File: src/rtl/dispatch_reg_axil_bridge.sv
// Purpose:      AXI4-Lite slave -> dispatcher register bus (addr/data/valid/ack), one access in flight.
// Latency:      ready cycle -> BVALID/RVALID 2 cycles minimum (1 strobe cycle with immediate ack).
// Backpressure: B/R responses held until BREADY/RREADY; no new AW/W/AR accepted until then.
//
// Ports: iClock/iReset (async, active-low); AXI4-Lite slave AW/W/B/AR/R channels (iS_*/oS_*);
//        register-bus write side oWriteAddress/oWriteData/oWriteValid/iWriteAck and read side
//        oReadAddress/oReadValid/iReadAck/iReadData.
// Build option: DRB_WRITE_ACK_WAIT_EN -- when defined, writes wait for iWriteAck (or time out
//        with SLVERR); when undefined, writes are posted as a one-cycle oWriteValid pulse.
module dispatch_reg_axil_bridge #(
    parameter int AXI_ADDR_WIDTH = 32,
    parameter int TIMEOUT_CYCLES = 16
) (
    input  logic                      iClock,
    input  logic                      iReset,
    input  logic [AXI_ADDR_WIDTH-1:0] iS_AWADDR,
    input  logic                      iS_AWVALID,
    output logic                      oS_AWREADY,
    input  logic [31:0]               iS_WDATA,
    input  logic                      iS_WVALID,
    output logic                      oS_WREADY,
    output logic [1:0]                oS_BRESP,
    output logic                      oS_BVALID,
    input  logic                      iS_BREADY,
    input  logic [AXI_ADDR_WIDTH-1:0] iS_ARADDR,
    input  logic                      iS_ARVALID,
    output logic                      oS_ARREADY,
    output logic [31:0]               oS_RDATA,
    output logic [1:0]                oS_RRESP,
    output logic                      oS_RVALID,
    input  logic                      iS_RREADY,
    output logic [31:0]               oWriteAddress,
    output logic [31:0]               oWriteData,
    output logic                      oWriteValid,
    input  logic                      iWriteAck,
    output logic [31:0]               oReadAddress,
    input  logic [31:0]               iReadData,
    output logic                      oReadValid,
    input  logic                      iReadAck
);

    localparam logic [1:0] RESP_OKAY   = 2'b00;
    localparam logic [1:0] RESP_SLVERR = 2'b10;

    // Counter only needs to reach TIMEOUT_CYCLES-1: the timeout fires during the last strobe cycle.
    localparam int              CW       = $clog2(TIMEOUT_CYCLES + 1);
    localparam logic [CW-1:0]   CNT_LAST = CW'(TIMEOUT_CYCLES - 1);

    typedef enum logic [2:0] {
        IDLE,
        WR_ISSUE,
        WR_RESP,
        RD_ISSUE,
        RD_RESP
    } state_t;

    state_t        state, state_n;
    logic          aw_rdy, aw_rdy_n;      // drives both AWREADY and WREADY
    logic          ar_rdy, ar_rdy_n;
    logic          bvalid, bvalid_n;
    logic [1:0]    bresp, bresp_n;
    logic          rvalid, rvalid_n;
    logic [31:0]   rdata, rdata_n;
    logic [1:0]    rresp, rresp_n;
    logic [31:0]   wr_addr, wr_addr_n;
    logic [31:0]   wr_data, wr_data_n;
    logic          wr_vld, wr_vld_n;
    logic [31:0]   rd_addr, rd_addr_n;
    logic          rd_vld, rd_vld_n;
    logic [CW-1:0] cnt, cnt_n;
    logic          last_wr, last_wr_n;    // 1: last served access was a write

    logic          wr_pick;
    logic          timed_out;
    logic [CW-1:0] cnt_inc;

    // Write wins only if both AW and W are present and, when a read also waits, reads went last.
    assign wr_pick   = iS_AWVALID & iS_WVALID & (~iS_ARVALID | ~last_wr);
    assign timed_out = (cnt >= CNT_LAST);
    assign cnt_inc   = (cnt == '1) ? cnt : cnt + 1'b1;

`ifndef DRB_WRITE_ACK_WAIT_EN
    // Posted writes never look at the ack; the name keeps it visibly intentional.
    logic unused_write_ack;
    assign unused_write_ack = iWriteAck;
`endif

    always_comb begin
        state_n   = state;
        aw_rdy_n  = 1'b0;
        ar_rdy_n  = 1'b0;
        bvalid_n  = bvalid;
        bresp_n   = bresp;
        rvalid_n  = rvalid;
        rdata_n   = rdata;
        rresp_n   = rresp;
        wr_addr_n = wr_addr;
        wr_data_n = wr_data;
        wr_vld_n  = wr_vld;
        rd_addr_n = rd_addr;
        rd_vld_n  = rd_vld;
        cnt_n     = cnt;
        last_wr_n = last_wr;

        case (state)
            IDLE: begin
                // A raised ready means the handshake completes this cycle; start the bus access.
                if (aw_rdy) begin
                    state_n  = WR_ISSUE;
                    wr_vld_n = 1'b1;
                    cnt_n    = '0;
                end else if (ar_rdy) begin
                    state_n  = RD_ISSUE;
                    rd_vld_n = 1'b1;
                    cnt_n    = '0;
                end else if (wr_pick) begin
                    aw_rdy_n  = 1'b1;
                    wr_addr_n = 32'(iS_AWADDR);
                    wr_data_n = iS_WDATA;
                    last_wr_n = 1'b1;
                end else if (iS_ARVALID) begin
                    ar_rdy_n  = 1'b1;
                    rd_addr_n = 32'(iS_ARADDR);
                    last_wr_n = 1'b0;
                end
            end

            WR_ISSUE: begin
`ifdef DRB_WRITE_ACK_WAIT_EN
                if (iWriteAck) begin
                    wr_vld_n = 1'b0;
                    bvalid_n = 1'b1;
                    bresp_n  = RESP_OKAY;
                    state_n  = WR_RESP;
                end else if (timed_out) begin
                    wr_vld_n = 1'b0;
                    bvalid_n = 1'b1;
                    bresp_n  = RESP_SLVERR;
                    state_n  = WR_RESP;
                end else begin
                    cnt_n = cnt_inc;
                end
`else
                // The core's trigger decode is level-sensitive: strobe exactly one cycle.
                wr_vld_n = 1'b0;
                bvalid_n = 1'b1;
                bresp_n  = RESP_OKAY;
                state_n  = WR_RESP;
`endif
            end

            WR_RESP: begin
                if (iS_BREADY) begin
                    bvalid_n = 1'b0;
                    state_n  = IDLE;
                end
            end

            RD_ISSUE: begin
                // Ack takes priority over a timeout landing in the same cycle.
                if (iReadAck) begin
                    rd_vld_n = 1'b0;
                    rvalid_n = 1'b1;
                    rdata_n  = iReadData;
                    rresp_n  = RESP_OKAY;
                    state_n  = RD_RESP;
                end else if (timed_out) begin
                    rd_vld_n = 1'b0;
                    rvalid_n = 1'b1;
                    rdata_n  = '0;
                    rresp_n  = RESP_SLVERR;
                    state_n  = RD_RESP;
                end else begin
                    cnt_n = cnt_inc;
                end
            end

            RD_RESP: begin
                if (iS_RREADY) begin
                    rvalid_n = 1'b0;
                    state_n  = IDLE;
                end
            end

            default: state_n = IDLE;
        endcase
    end

    always_ff @(posedge iClock or negedge iReset) begin
        if (!iReset) begin
            state   <= IDLE;
            aw_rdy  <= 1'b0;
            ar_rdy  <= 1'b0;
            bvalid  <= 1'b0;
            bresp   <= '0;
            rvalid  <= 1'b0;
            rdata   <= '0;
            rresp   <= '0;
            wr_addr <= '0;
            wr_data <= '0;
            wr_vld  <= 1'b0;
            rd_addr <= '0;
            rd_vld  <= 1'b0;
            cnt     <= '0;
            last_wr <= 1'b0;
        end else begin
            state   <= state_n;
            aw_rdy  <= aw_rdy_n;
            ar_rdy  <= ar_rdy_n;
            bvalid  <= bvalid_n;
            bresp   <= bresp_n;
            rvalid  <= rvalid_n;
            rdata   <= rdata_n;
            rresp   <= rresp_n;
            wr_addr <= wr_addr_n;
            wr_data <= wr_data_n;
            wr_vld  <= wr_vld_n;
            rd_addr <= rd_addr_n;
            rd_vld  <= rd_vld_n;
            cnt     <= cnt_n;
            last_wr <= last_wr_n;
        end
    end

    assign oS_AWREADY    = aw_rdy;
    assign oS_WREADY     = aw_rdy;
    assign oS_ARREADY    = ar_rdy;
    assign oS_BVALID     = bvalid;
    assign oS_BRESP      = bresp;
    assign oS_RVALID     = rvalid;
    assign oS_RDATA      = rdata;
    assign oS_RRESP      = rresp;
    assign oWriteAddress = wr_addr;
    assign oWriteData    = wr_data;
    assign oWriteValid   = wr_vld;
    assign oReadAddress  = rd_addr;
    assign oReadValid    = rd_vld;

endmodule

File: config.mk
export PLATFORM = sky130hd
export DESIGN_NAME = dispatch_reg_axil_bridge
export DESIGN_NICKNAME = d
export VERILOG_FILES = /design/src/rtl/dispatch_reg_axil_bridge.sv
export SDC_FILE = /design/constraint.sdc
export NUM_CORES = 1
export LEC_CHECK = 0
export CAP_MARGIN = 20
export CORE_MARGIN = 10
export CORE_UTILIZATION = 41
export CTS_CLUSTER_SIZE = 16
export DETAILED_ROUTE_END_ITERATION = 8
export GPL_ROUTABILITY_DRIVEN = 0
export PLACE_DENSITY = 0.86
export SYNTH_ARGS = -nofsm -noshare
export SYNTH_HDL_FRONTEND = slang
export SYNTH_SLANG_ARGS = --single-unit
File: constraint.sdc
create_clock -name iClock -period 2.3 [get_ports iClock]
set_input_delay 0.46 -clock iClock [delete_from_list [all_inputs] [get_ports iClock]]
set_output_delay 0.46 -clock iClock [all_outputs]
set_load 0.02 [all_outputs]
==> metrics.txt, run 1 <==
IO Pins=276; critical path endpoint=state[1]; FF-to-FF End=state[1]; vias in the first global route=4673; Pleak=3.97 nW; power after layout=13.8 mW; Mapped Cells=363; row count=42; Yosys cell types=41; clock latency on the worst-skew pair=410 ps; vias post-DR=4116; Setup WS pre-CTS=60.9 ps; first-pass GRT wire length=25600 um; CTS root buffer=clkbuf_16; Worst-path clk slew=60 ps; # H-tree levels=4; internal power=9.15 mW; # port buffers=271; reg2reg path depth=6; layout cells sized above 1=16.5%; worst clock skew=5.21 ps; FF-to-FF Start=cnt[0]; register area share after synthesis=64.1%; die area=18800 um^2; status=finished clean; Post-Place Cell Area=8470 um^2; commonest register cell after synthesis=dfrtp_1; Inst Count DP=795; CP max stage delay=530 ps; Remaining DRCs=0; Total Neg Setup Slack=0 ps; CTS tree=done; CP Depth=6; CTS buffer count=17; initial antenna violation count=0; hold-fix buffers at CTS=0; final setup fails=0; Min Hold Slack=32.7 ps; Critical Path, Cell by Cell=ha_2 > and3_1 > ha_1 > or4_4 > a21bo_2 > a221oi_2; Tot GR Track Use=17.8%; CTS-repair resized insts=0; required time worst endpoint=2620 ps; final std cells w/o fill=826; fillcell total=926; #FFs+latches synth=144; HP Class=in -> async; grt total ovfl=0; reg2reg setup slack=120 ps; Setup CP Type=reg -> reg; critical path fanouts, max=4; max-cap violations=0; clock group share of total power=23.0%; Power Density=1510 nW/um^2; Net Switching=4.67 mW; HPWL after DPL=12900 um; Die H=137 um; floorplan core area=13300 um^2; clock sinks=144; Mapped Avg Cell Area=15.5 um^2; drt pass-1 iters=4; diode count=0; Setup crit end kind=flip-flop; CP top delay family=simple AND/OR/NAND/NOR gates; initial core utilization=42.1%; post-CTS setup buffers=0; clock tree buffer depth=2; critical path's slowest cell=or4_4; peak supply drop=0.980 mV; final net count=778; final worst setup slack=116 ps; Post-synth EDFFs=0; fmax=0.458 GHz; wire per inst=20.5 um; Routed WL=16900 um; Logic pwr share=44.5%; CP startpoint=cnt[0]; top cell type by total area after synthesis=dfrtp_1; Starting DRT DRC Count=235; worst path arrival time=2510 ps; startpoint types=flip-flop; switching share of power=33.8%; Final Util=68.7%; Synth area leaders=dfrtp_1 (64%), mux2_2 (11%), mux2_1 (8.0%), a22o_1 (5.3%), buf_6 (1.4%); Synth Warn #=0; vias per cell=4.98; Seq pwr share=32.4%; Slew Viols, Final=0; Tmin final=2180 ps; Area Overhead vs Synth=63.1%; RSZ-0062 raised after global routing=false; Hold Violations, Final=0; commonest cells in the netlist=dfrtp_1 (144), mux2_2 (57), mux2_1 (40), a22o_1 (34), nand2_1 (9); design area=9180 um^2; Die Wd=137 um; Routed Antenna Nets=0; ys async rst share=100%; WP buf/inv=0; most common cell in the synthesized netlist=dfrtp_1; largest net degree at the start of global routing=86; top-area cell type share of the netlist area=64.1%; final period utilization=94.9%; cell area after synthesis=5630 um^2
[power by group through the flow]
stage                     logic, mW  registers (mW)  clock network (mW)
after floorplan                1.70            5.81                   0
after detailed placement       6.21            4.52                   0
after CTS                      6.26            4.50                3.24
after global routing           6.50            4.64                3.36
after global placement         6.08            4.41                   0
final                          6.16            4.48                3.18
[placed cells by master, fill, tap and decap left out, drive strengths merged, types with 3 or more instances in the layout]
| cell | count |
|---|---|
| a21oi | 7 |
| a22o | 34 |
| buf | 8 |
| bufinv | 6 |
| clkbuf | 22 |
| clkdlybuf4s50 | 270 |
| conb | 3 |
| dfrtp | 144 |
| ha | 3 |
| inv | 5 |
| mux2 | 97 |
| nand2 | 10 |
| nor2 | 6 |
| nor4 | 3 |
[cell families (layout without fill, tap and decap cells)]
group	after synthesis	in the layout	synth area share (%)
buf+inv	29	314	4.32
other cells	1	3	0.0667
flops	144	144	64.1
fa+ha+maj	3	3	0.667
simple gates	34	34	3.45
compound gates	55	55	8.03
mux	97	97	19.4
[per-layer routing]
metal	global-route usage, %	vias up	wire length (um)
li1	-	1855	-
met1	18.4	2049	6030
met2	30.8	193	8750
met3	8.50	19	1900
met4	6.38	0	262
met5	0	-	0
[sequential cells by signal (all words and copies together) (netlist names), 3 cells and up]
| register | flops |
|---|---|
| cnt | 5 |
| oReadAddress | 32 |
| oS_RDATA | 32 |
| oWriteAddress | 32 |
| oWriteData | 32 |
| state | 3 |
[how the worst min path moves through the flow]
stage | startpoint | to
global route | iReset | oS_RDATA[16]
floorplan | iReset | cnt[0]
finish | iReset | oS_RDATA[16]
detailed placement | iReset | oS_RDATA[1]
CTS | iReset | oS_RDATA[1]
global placement | iReset | oS_RDATA[1]
[cell type report]
| cell class | count | area [um^2] | area share (%) |
|---|---|---|---|
| tap | 176 | 220 | 2.40 |
| inverter | 5 | 18.8 | 0.205 |
| clock inverter | 9 | 201 | 2.20 |
| timing repair buffer | 278 | 2830 | 30.8 |
| multi-input combinational | 192 | 1810 | 19.7 |
| sequential | 144 | 3600 | 39.3 |
| clock buffer | 22 | 494 | 5.39 |
(Power assumes the default switching activity.)
==> run 2: changes to the inputs <==
- CAP_MARGIN: 20 -> unset
==> results of run 2 <==
No change in the layout: final DEF, timing and power equal those of run 1.
